$ cat src/rtl/cpi_pkg.sv
// Types shared by the CPI frame scheduler and its buffer tracker.
package cpi_pkg;
  typedef enum logic [1:0] {
    ST_IDLE   = 2'd0,
    ST_ACTIVE = 2'd1,
    ST_DRAIN  = 2'd2,
    ST_FLUSH  = 2'd3
  } cpi_sched_state_e;

  typedef enum logic [1:0] {
    BUF_HW       = 2'd0,
    BUF_INFLIGHT = 2'd1,
    BUF_SW       = 2'd2
  } buf_own_e;
endpackage

$ cat src/rtl/udma_pkg.sv
// Shared uDMA widths used by the channel-facing blocks.
package udma_pkg;
  localparam int L2_AWIDTH_NOAL = 19;
  localparam int TRANS_SIZE     = 20;
endpackage

$ cat src/rtl/cpi_buf_tracker.sv
// Ping-pong buffer ownership plus issue/done pointers and in-flight count.
// State updates one cycle after issue/evt/release; no backpressure of its own.
module cpi_buf_tracker
  import cpi_pkg::*;
(
  input  logic       clk_i,
  input  logic       rst_i,
  input  logic       init_i,
  input  logic       flush_i,
  input  logic       issue_i,
  input  logic       evt_i,
  input  logic [1:0] release_i,
  output logic       issue_ptr_o,
  output logic       done_ptr_o,
  output logic [1:0] outstanding_o,
  output logic       issue_hw_o
);

  buf_own_e   own_q [2];
  logic       issue_ptr_q;
  logic       done_ptr_q;
  logic [1:0] outstanding_q;

  always_ff @(posedge clk_i) begin
    if (rst_i || init_i) begin
      for (int i = 0; i < 2; i++) own_q[i] <= BUF_HW;
      issue_ptr_q   <= 1'b0;
      done_ptr_q    <= 1'b0;
      outstanding_q <= 2'd0;
    end else if (flush_i) begin
      // Pointers are kept; only a new session re-aligns them.
      for (int i = 0; i < 2; i++) own_q[i] <= BUF_HW;
      outstanding_q <= 2'd0;
    end else begin
      // Release targets SW buffers only, so it never collides with the
      // in-flight buffer being completed or the HW buffer being issued.
      for (int i = 0; i < 2; i++) begin
        if (release_i[i] && own_q[i] == BUF_SW) own_q[i] <= BUF_HW;
      end
      if (evt_i) begin
        own_q[done_ptr_q] <= BUF_SW;
        done_ptr_q        <= ~done_ptr_q;
      end
      if (issue_i) begin
        own_q[issue_ptr_q] <= BUF_INFLIGHT;
        issue_ptr_q        <= ~issue_ptr_q;
      end
      case ({issue_i, evt_i})
        2'b10:   outstanding_q <= outstanding_q + 2'd1;
        2'b01:   outstanding_q <= outstanding_q - 2'd1;
        default: outstanding_q <= outstanding_q;
      endcase
    end
  end

  assign issue_ptr_o   = issue_ptr_q;
  assign done_ptr_o    = done_ptr_q;
  assign outstanding_o = outstanding_q;
  assign issue_hw_o    = (own_q[issue_ptr_q] == BUF_HW);

endmodule

$ cat src/rtl/udma_cpi_frame_sched.sv
// Ping-pong frame scheduler programming the CPI uDMA RX channel per frame.
// Outputs registered (1-cycle latency); stalls issue while ch_pending_i or no HW-owned buffer.
module udma_cpi_frame_sched
  import cpi_pkg::*;
#(
  parameter int L2_AWIDTH_NOAL = udma_pkg::L2_AWIDTH_NOAL,
  parameter int TRANS_SIZE     = udma_pkg::TRANS_SIZE
) (
  input  logic                      clk_i,
  input  logic                      rst_i,
  input  logic                      cfg_en_i,
  input  logic                      cfg_abort_i,
  input  logic [L2_AWIDTH_NOAL-1:0] cfg_buf0_addr_i,
  input  logic [L2_AWIDTH_NOAL-1:0] cfg_buf1_addr_i,
  input  logic [TRANS_SIZE-1:0]     cfg_frame_size_i,
  input  logic [15:0]               cfg_nframes_i,
  input  logic [1:0]                buf_release_i,
  input  logic                      sof_i,
  input  logic                      ch_en_i,
  input  logic                      ch_pending_i,
  input  logic                      ch_evt_i,
  output logic [L2_AWIDTH_NOAL-1:0] ch_startaddr_o,
  output logic [TRANS_SIZE-1:0]     ch_size_o,
  output logic                      ch_cen_o,
  output logic                      ch_clr_o,
  output logic                      ch_continuous_o,
  output logic                      frame_done_o,
  output logic                      frame_buf_o,
  output logic                      drop_o,
  output logic [15:0]               drop_cnt_o,
  output logic [15:0]               frame_cnt_o,
  output logic                      busy_o,
  output logic                      session_done_o
);

  cpi_sched_state_e state_q, state_d;
  logic        en_q;
  logic [15:0] issued_q;
  logic        issue_ptr, done_ptr, issue_hw;
  logic [1:0]  outstanding;

  logic start, abort_go, issue_go, evt_go, drop_go, drain_done;
  logic en_rise, en_fall, quota_met, issue_ok;

  assign en_rise   = cfg_en_i & ~en_q;
  assign en_fall   = ~cfg_en_i & en_q;
  assign quota_met = (cfg_nframes_i != 16'd0) && (issued_q == cfg_nframes_i);
  // ch_cen_o doubles as the one-cycle hold-off after each issue.
  assign issue_ok  = issue_hw && !ch_pending_i && (outstanding < 2'd2) && !ch_cen_o &&
                     ((cfg_nframes_i == 16'd0) || (issued_q < cfg_nframes_i));

  always_comb begin
    state_d    = state_q;
    start      = 1'b0;
    abort_go   = 1'b0;
    issue_go   = 1'b0;
    evt_go     = 1'b0;
    drop_go    = 1'b0;
    drain_done = 1'b0;
    case (state_q)
      ST_IDLE: begin
        if (en_rise) begin
          start   = 1'b1;
          state_d = ST_ACTIVE;
        end
      end
      ST_ACTIVE: begin
        if (cfg_abort_i) begin
          abort_go = 1'b1;
          state_d  = ST_FLUSH;
        end else begin
          evt_go   = ch_evt_i && (outstanding != 2'd0);
          issue_go = issue_ok && !en_fall;
          drop_go  = sof_i && !ch_en_i && !ch_pending_i;
          if (en_fall || quota_met) state_d = ST_DRAIN;
        end
      end
      ST_DRAIN: begin
        if (cfg_abort_i) begin
          abort_go = 1'b1;
          state_d  = ST_FLUSH;
        end else begin
          evt_go = ch_evt_i && (outstanding != 2'd0);
          if (outstanding == 2'd0) begin
            drain_done = 1'b1;
            state_d    = ST_IDLE;
          end
        end
      end
      ST_FLUSH: state_d = ST_IDLE;
      default:  state_d = ST_IDLE;
    endcase
  end

  always_ff @(posedge clk_i) begin
    if (rst_i) begin
      state_q        <= ST_IDLE;
      en_q           <= 1'b0;
      issued_q       <= 16'd0;
      ch_startaddr_o <= '0;
      ch_size_o      <= '0;
      ch_cen_o       <= 1'b0;
      ch_clr_o       <= 1'b0;
      frame_done_o   <= 1'b0;
      frame_buf_o    <= 1'b0;
      drop_o         <= 1'b0;
      drop_cnt_o     <= 16'd0;
      frame_cnt_o    <= 16'd0;
      session_done_o <= 1'b0;
    end else begin
      state_q        <= state_d;
      en_q           <= cfg_en_i;
      ch_cen_o       <= issue_go;
      ch_clr_o       <= abort_go;
      frame_done_o   <= evt_go;
      drop_o         <= drop_go;
      session_done_o <= abort_go | drain_done;
      if (start) begin
        issued_q    <= 16'd0;
        drop_cnt_o  <= 16'd0;
        frame_cnt_o <= 16'd0;
      end
      if (issue_go) begin
        ch_startaddr_o <= issue_ptr ? cfg_buf1_addr_i : cfg_buf0_addr_i;
        ch_size_o      <= cfg_frame_size_i;
        issued_q       <= issued_q + 16'd1;
      end
      if (evt_go) begin
        frame_buf_o <= done_ptr;
        if (frame_cnt_o != 16'hFFFF) frame_cnt_o <= frame_cnt_o + 16'd1;
      end
      if (drop_go && drop_cnt_o != 16'hFFFF) drop_cnt_o <= drop_cnt_o + 16'd1;
    end
  end

  cpi_buf_tracker u_trk (
    .clk_i         (clk_i),
    .rst_i         (rst_i),
    .init_i        (start),
    .flush_i       (state_q == ST_FLUSH),
    .issue_i       (issue_go),
    .evt_i         (evt_go),
    .release_i     (abort_go ? 2'b00 : buf_release_i),
    .issue_ptr_o   (issue_ptr),
    .done_ptr_o    (done_ptr),
    .outstanding_o (outstanding),
    .issue_hw_o    (issue_hw)
  );

  assign busy_o          = (state_q != ST_IDLE);
  assign ch_continuous_o = 1'b0;

endmodule
$ cat config.mk
export PLATFORM = sky130hd
export DESIGN_NAME = udma_cpi_frame_sched
export DESIGN_NICKNAME = d
export VERILOG_FILES = /design/src/rtl/cpi_pkg.sv /design/src/rtl/udma_pkg.sv /design/src/rtl/cpi_buf_tracker.sv /design/src/rtl/udma_cpi_frame_sched.sv
export SDC_FILE = /design/constraint.sdc
export NUM_CORES = 1
export LEC_CHECK = 0
export ABC_AREA = 1
export CAP_MARGIN = 20
export CORE_MARGIN = 5
export CORE_UTILIZATION = 45
export CTS_BUF_LIST = sky130_fd_sc_hd__clkbuf_8
export CTS_CLUSTER_DIAMETER = 50
export DETAILED_ROUTE_END_ITERATION = 16
export HOLD_SLACK_MARGIN = 0.15
export PLACE_DENSITY = 0.8
export SLEW_MARGIN = 10
export SYNTH_ARGS = -nofsm -noshare
export SYNTH_HDL_FRONTEND = slang
export SYNTH_SLANG_ARGS = --single-unit
$ cat constraint.sdc
create_clock -name clk_i -period 5.75 [get_ports clk_i]
set_clock_uncertainty 0.2 [all_clocks]
set_input_delay 1.4375 -clock clk_i [delete_from_list [all_inputs] [get_ports clk_i]]
set_output_delay 1.4375 -clock clk_i [all_outputs]
set_load 0.01 [all_outputs]
## After elaboration in Yosys (flattened, before gate mapping)

Memory sizes are Yosys's and may differ from the RTL's. A register that Yosys moved wholly into a read port is not among the register bits.
Cells that the tools add are included.

| cells by class | value |
|---|---|
| $add $sub $neg | 5 |
| magnitude comparators | 2 |
| equal/unequal tests | 13 |
| mux-type cells | 55 |
| bitwise gates (word level) | 12 |
| reductions and logical operators | 34 |

Operators by type and width:

| cell | count |
|---|---|
| 2-to-1 mux 16 bit | 6 |
| adder 16 x 1 -> 16 bit, second input constant | 3 |
| 2-to-1 mux 1 bit | 36 |
| != test 16 bit, second input constant | 2 |
| 2-to-1 mux 2 bit | 10 |
| 2-to-1 mux 19 bit | 1 |
| == test 16 bit | 1 |
| logical NOT 16 bit | 1 |
| < comparator 16 bit | 1 |
| nonzero test 16 bit | 1 |
| logical AND 1 bit | 12 |
| == test 2 bit, second input constant | 5 |
| nonzero test 2 bit | 5 |
| case mux 2 bit (4 select lines) | 1 |
| logical NOT 2 bit | 3 |
| != test 3 bit, second input constant | 2 |
| inverter 1 bit | 5 |
| OR 1 bit | 5 |
| == test 2 x 1 -> 1 bit, second input constant | 2 |
| logical NOT 1 bit | 4 |
| case mux 2 bit (2 select lines) | 1 |
| AND reduction 2 bit | 2 |
| OR reduction 2 bit | 2 |
| logical OR 1 bit | 3 |
| other kinds (6) | 7 |

| storage, ports and cells | value |
|---|---|
| flip-flop bits (word level) | 100 |
| bits in writable memories | 4 |
| output and inout bits | 79 |
| memories kept | 1 |

Memory list:

| memory | depth | width | read ports | clocked after memory_dff | wr ports | line | source |
|---|---|---|---|---|---|---|---|
| u_trk.own_q | 2 | 2 | 3 | 1 | 4 | cpi_buf_tracker.sv:19 | `buf_own_e own_q [2];` |

## Longest topological paths before layout

| depth | value |
|---|---|
| depth after elaboration | 12 |
| gate-level depth with buffers | 20 |
| gate-level depth less buffers | 18 |

## Cells and area by module

From an unflattened synthesis, not the netlist that was laid out.

| unflattened totals | value |
|---|---|
| cell total of the unflattened synthesis | 803 |
| area total of the unflattened synthesis | 5,672.9 um2 |

Modules (own cells, without submodules):

| module | instances | cells each | area an instance (um2) | seq. area each (um2) |
|---|---|---|---|---|
| udma_cpi_frame_sched | 1 | 747 | 5,238.8 | 1,921.8 |
| cpi_buf_tracker | 1 | 56 | 434.2 | 180.2 |

## Worst setup path after synthesis

OpenSTA, ideal clock, no wires.

| path | value |
|---|---|
| path type | input to register |
| from | in cfg_nframes_i[5] |
| to | reg u_trk.outstanding_q[1] (netlist: u_trk.outstanding_o[1]) |
| data arrival time | 3.411 ns |
| required time | 5.435 ns |
| slack | 2.024 ns |
| cell stages on the path | 16 |
| path buffers | 2 |
| cell sequence | inv_1 ha_1 a21oi_1 nor2_1 nor2_1 nand2_1 nand2_1 nand2_1 nand2_2 nand2_2 buf_4 buf_4 ha_1 nor3b_1 xnor2_1 nor2_1 |

| between the ends | value |
|---|---|
| longest elaborated chain between the ends | 8 |
| elaborated cells between the ends (all ways) | 11 |
| those cells by class | order compare: 1; eq/ne: 2; mux: 3; reduce/logical: 5 |

Ends and longest elaborated chain:

| element | line | source |
|---|---|---|
| start: declaration | udma_cpi_frame_sched.sv:16 | `input logic [15:0] cfg_nframes_i,` |
| < comparator 16 bit or logical NOT 16 bit (tied branches) | udma_cpi_frame_sched.sv:50 | `((cfg_nframes_i == 16'd0) \|\| (issued_q < cfg_nframes_i));` |
| logical OR 1 bit (*) | udma_cpi_frame_sched.sv:50 |  |
| logical AND 1 bit (*) | udma_cpi_frame_sched.sv:49 | `assign issue_ok = issue_hw && !ch_pending_i && (outstanding < 2'd2) && !ch_cen_o &&` |
| logical AND 1 bit (*) | udma_cpi_frame_sched.sv:73 | `issue_go = issue_ok && !en_fall;` |
| 2-to-1 mux 1 bit (*) | udma_cpi_frame_sched.sv:68 | `if (cfg_abort_i) begin` |
| 2-to-1 mux 1 bit (*) | udma_cpi_frame_sched.sv:60 | `case (state_q)` |
| == test 2 x 1 -> 1 bit or == test 2 bit (tied branches) | cpi_buf_tracker.sv:48 | `case ({issue_i, evt_i})` |
| case mux 2 bit (2 select lines) or nonzero test 2 bit (tied branches) | -- |  |
| end signal: assignment | cpi_buf_tracker.sv:49 | `2'b10: outstanding_q <= outstanding_q + 2'd1;` |
| end signal: assignment | cpi_buf_tracker.sv:50 | `2'b01: outstanding_q <= outstanding_q - 2'd1;` |
| end signal: assignment | cpi_buf_tracker.sv:51 | `default: outstanding_q <= outstanding_q;` |
| end: declaration | cpi_buf_tracker.sv:22 | `logic [1:0] outstanding_q;` |

Mark *: on every way between the ends. The rest lies on a longest branch, timed or not.
A chain may end at the register's enable or synchronous reset.

## Worst setup path in the final report

| path | value |
|---|---|
| from | in cfg_nframes_i[11] |
| to | reg u_trk.outstanding_q[1] (netlist: u_trk.outstanding_o[1]) |

The elaborated chain is that of the path after synthesis.

==> summary.md <==
| Metric | Value |
|---|---|
| Clock sinks | ~110 |
| Post-Synth Adder-Cell Area | about 5.4% |
| DR WL/cell | roughly 13 µm |
| Clk pwr share | 31.2% |
| Final net count | around 1,100 |
| Initial antenna violation count | 0 |
| Finished Core Util | 62.0% |
| Switching power | around 470 µW |
| Worst Setup Start Kind | input pin |
| CP Buf/Inv Count | 2 |
| Worst-skew pair later-pin latency | around 360 ps |
| Crit share post-route | between 70 and 80% |
| Area Growth Syn to Fin | 34.3% |
| Pre-antenna DRT Iters | 4 |
| Cell Chain, Critical Path | clkdlybuf4s50_1 -> inv_1 -> ha_1 -> a21oi_1 -> nand2_1 -> a21oi_1 -> nand2_1 -> nand2_2 -> nand2_2 -> ha_1 -> nor3b_1 -> xnor2_1 -> nor2_1 |
| # Post-CTS Setup Buffers | 0 |
| Clock buffer depth | 2 |
| DR DRC count | 0 |
| R2r setup slk | around 2700 ps |
| Rows | 40 |
| # port buffers | ~160 |
| Hold_buf cts | 0 |
| Power Density | roughly 220 nW/µm² |
| DR iter-0 viols | about 450 |
| Internal | about 1.2 mW |
| Largest net degree at the start of global routing | 45 |
| Avg Cell Area, Syn | between 6 and 7 µm² |
| Gate power share | about a fifth |
| Wire length of the first global-routing pass | about 24 mm |
| Worst path max stage delay | around 450 ps |
| Die width | approximately 120 µm |
| Largest family of logic cells by synthesized area | simple AND/OR/NAND/NOR gates |
| Yosys cell types | 39 |
| CTS tree | done |
| TritonCTS Buffers | 9 |
| Sequential power share | 47.6% |
| Synth Register Bits | 105 |
| Die Area | 14,700 µm² |
| Setup repair after global routing missed its margin | no |
| Post-Syn Area | ~5600 µm² |
| Worst setup EP type | register |
| Final Setup Violations | 0 |
| Commonest non-fill, non-tap cell in the layout | nand2_1 |
| Worst EP arrival | 4240 ps |
| Max Slew Vio Count | 0 |
| Total negative setup slack | 0 ps |
| Drt total wl | roughly 15 mm |
| Diodes inserted | 0 |
| Vias in the first global route | about 5,200 |
| Via/cell ratio | a little under 5 |
| Critical path's top delay family | simple AND/OR/NAND/NOR gates |
| Layout cell share with drive strength beyond 1 | under 10% |
| Register area share after synthesis | around 38% |
| Simple-Gate Fraction of Synth Area | 32.1% |
| Worst Path Max Fanout | 21 |
| Hold Path Class | reg -> reg |
| GR Overflow Total | 0 |
| Minimum clock period after layout | 4180 ps |
| CTS HTree Levels | 3 |
| Via count | 5,525 |
| CTS clk-pin slew, worst paths | roughly 100 ps |
| Non-filler cells, final | 1,131 |
| Yosys warns | 0 |
| Ports | around 160 |
| Final Wtd Congestion | slightly below 0.9 |
| Post-synthesis mux area share | under 10% |
| Root Driver | clkbuf_8 |
| Worst-Margin Slew | roughly 980 ps |
| GRT Total Usage | 20.1% |
| Maxcap violations | 0 |
| Initial Utilization | 46.2% |
| Pleak | around 2.9 nW |
| Compound-Gate Fraction of Synth Area | between 10% and 20% |
| Core region area | ~12,000 µm² |
| Switching Share | between 20 and 30% |
| Worst Path Required | just under 6000 ps |
| Most frequent cells in the layout | nand2_1, clkdlybuf4s50_1, nor2_1 |
| Post-DRT Antenna Nets | 0 |
| Peak supply drop | between 0.1 and 0.15 mV |
| Detail Placement HPWL | ~11 mm |
| Post-Syn Nets | slightly above 900 |
| Placed Instances | around 1,100 |
| XOR/XNOR share of the synthesized area | about 2.5% |
| Outcome | complete, no violations |
| Slowest CP cell | clkdlybuf4s50_1 |
| Final hold violations | 0 |
| Fmax | 0.239 GHz |
| Normalized max-slew margin | roughly 35% |
| Syn Inst Count | about 820 |
| Resized cells post-CTS | 0 |
| Die Ht | roughly 120 µm |
| Crit path kind | in -> reg |
## stage by stage
stage	power [mW]	hold WS [ps]	setup WS [ps]	cell area, µm²
floorplan	0.992	250	2020	5570
global placement	1.15	260	1290	7260
detailed placement	1.16	270	1200	7260
CTS	1.67	286	1600	7480
global route	1.75	308	1290	7480
finish	1.65	282	1570	7480
## layer usage
metal	global-route usage, %	share of wire [%]
met4	3.99	1.1
met2	33.8	47
met5	0	0
met1	24.6	43
met3	7.60	8.8
## power groups by stage
stage	clock network [mW]	logic, mW	registers (mW)
final	0.515	0.350	0.788
after global placement	0	0.349	0.803
after global routing	0.560	0.392	0.794
after CTS	0.531	0.355	0.788
after detailed placement	0	0.353	0.805
after floorplan	0	0.179	0.813
## state kept, by name, indices dropped and copies added (netlist names), 2 cells and up, named ones only
name	flops
ch_size_o	20
ch_startaddr_o	19
drop_cnt_o	16
frame_cnt_o	16
issued_q	16
u_trk.own_q	4
state_q	2
u_trk.outstanding_o	2
## Yosys cell counts
master     instances  area, µm²
o21bai_1           1       7.51
or2_1              1       6.26
nand4_1           11       68.8
clkinv_1           1       3.75
xnor2_1            2       17.5
mux2i_1            8       80.1
o211ai_1           1       7.51
a21o_1             1       7.51
xor2_1            14        123
nand3b_1           7       52.6
nor2_2             6       37.5
nor2_4             2       22.5
dfxtp_1          105       2100
o31ai_1            1       7.51
a31oi_1            1       6.26
nand3_1           66        330
a211oi_1           2       15.0
ha_1              24        300
inv_1             81        304
nor2_1           123        462
nor4_1             1       6.26
or2_2              2       12.5
conb_1             1       3.75
a211oi_2           1       12.5
o21ai_0           56        280
inv_2              2       7.51
clkbuf_1          18       67.6
a21oi_1           61        305
nor3b_1            3       22.5
nand2_2            4       25.0
buf_1              1       3.75
o2bb2ai_1          1       8.76
buf_4              5       37.5
o22ai_1            1       6.26
a21oi_2            1       8.76
buf_6              2       22.5
nand2_1          166        623
nor3_1            24        120
buf_2              7       35.0
## worst paths after layout
kind                                     from  depth (start not counted)                                   to
setup / recovery            cfg_nframes_i[11]                         13  u_trk.outstanding_o[1]$_SDFFE_PP0P_
setup reg to reg     issued_q[9]$_SDFFE_PP0P_                         13  u_trk.outstanding_o[1]$_SDFFE_PP0P_
hold / removal    drop_cnt_o[14]$_SDFFE_PP0P_                          2          drop_cnt_o[14]$_SDFFE_PP0P_
hold reg to reg   drop_cnt_o[14]$_SDFFE_PP0P_                          2          drop_cnt_o[14]$_SDFFE_PP0P_
## cell type report
type	instances	area, µm²
Multi-Input combinational cell	593	2990
Timing Repair Buffer	165	1640
Clock inverter	7	101
Inverter	84	315
Sequential cell	105	2100
Tap cell	168	210
Fill cell	1117	4580
Clock buffer	9	124
## logic make-up (layout without fill, tap and decap cells)
group,Yosys count,in the layout
simple gates,416,416
compound gates,128,128
buf+inv,117,265
flops,105,105
fa+ha+maj,24,24
xor+xnor,16,16
mux,8,8
other cells,1,1
## worst register-to-register path: stages, from the launching register on
cell and delay (ps):
dfxtp_1 500, ha_1 310, nand2_1 60, nand2_1 50, nand3_1 60, nand2_1 70
a21oi_1 180, nand2_1 90, nand2_2 260, nand2_2 320, ha_1 420, nor3b_1 260
xnor2_1 160, nor2_1 60
Note: power is estimated with default switching activity, not from simulation.
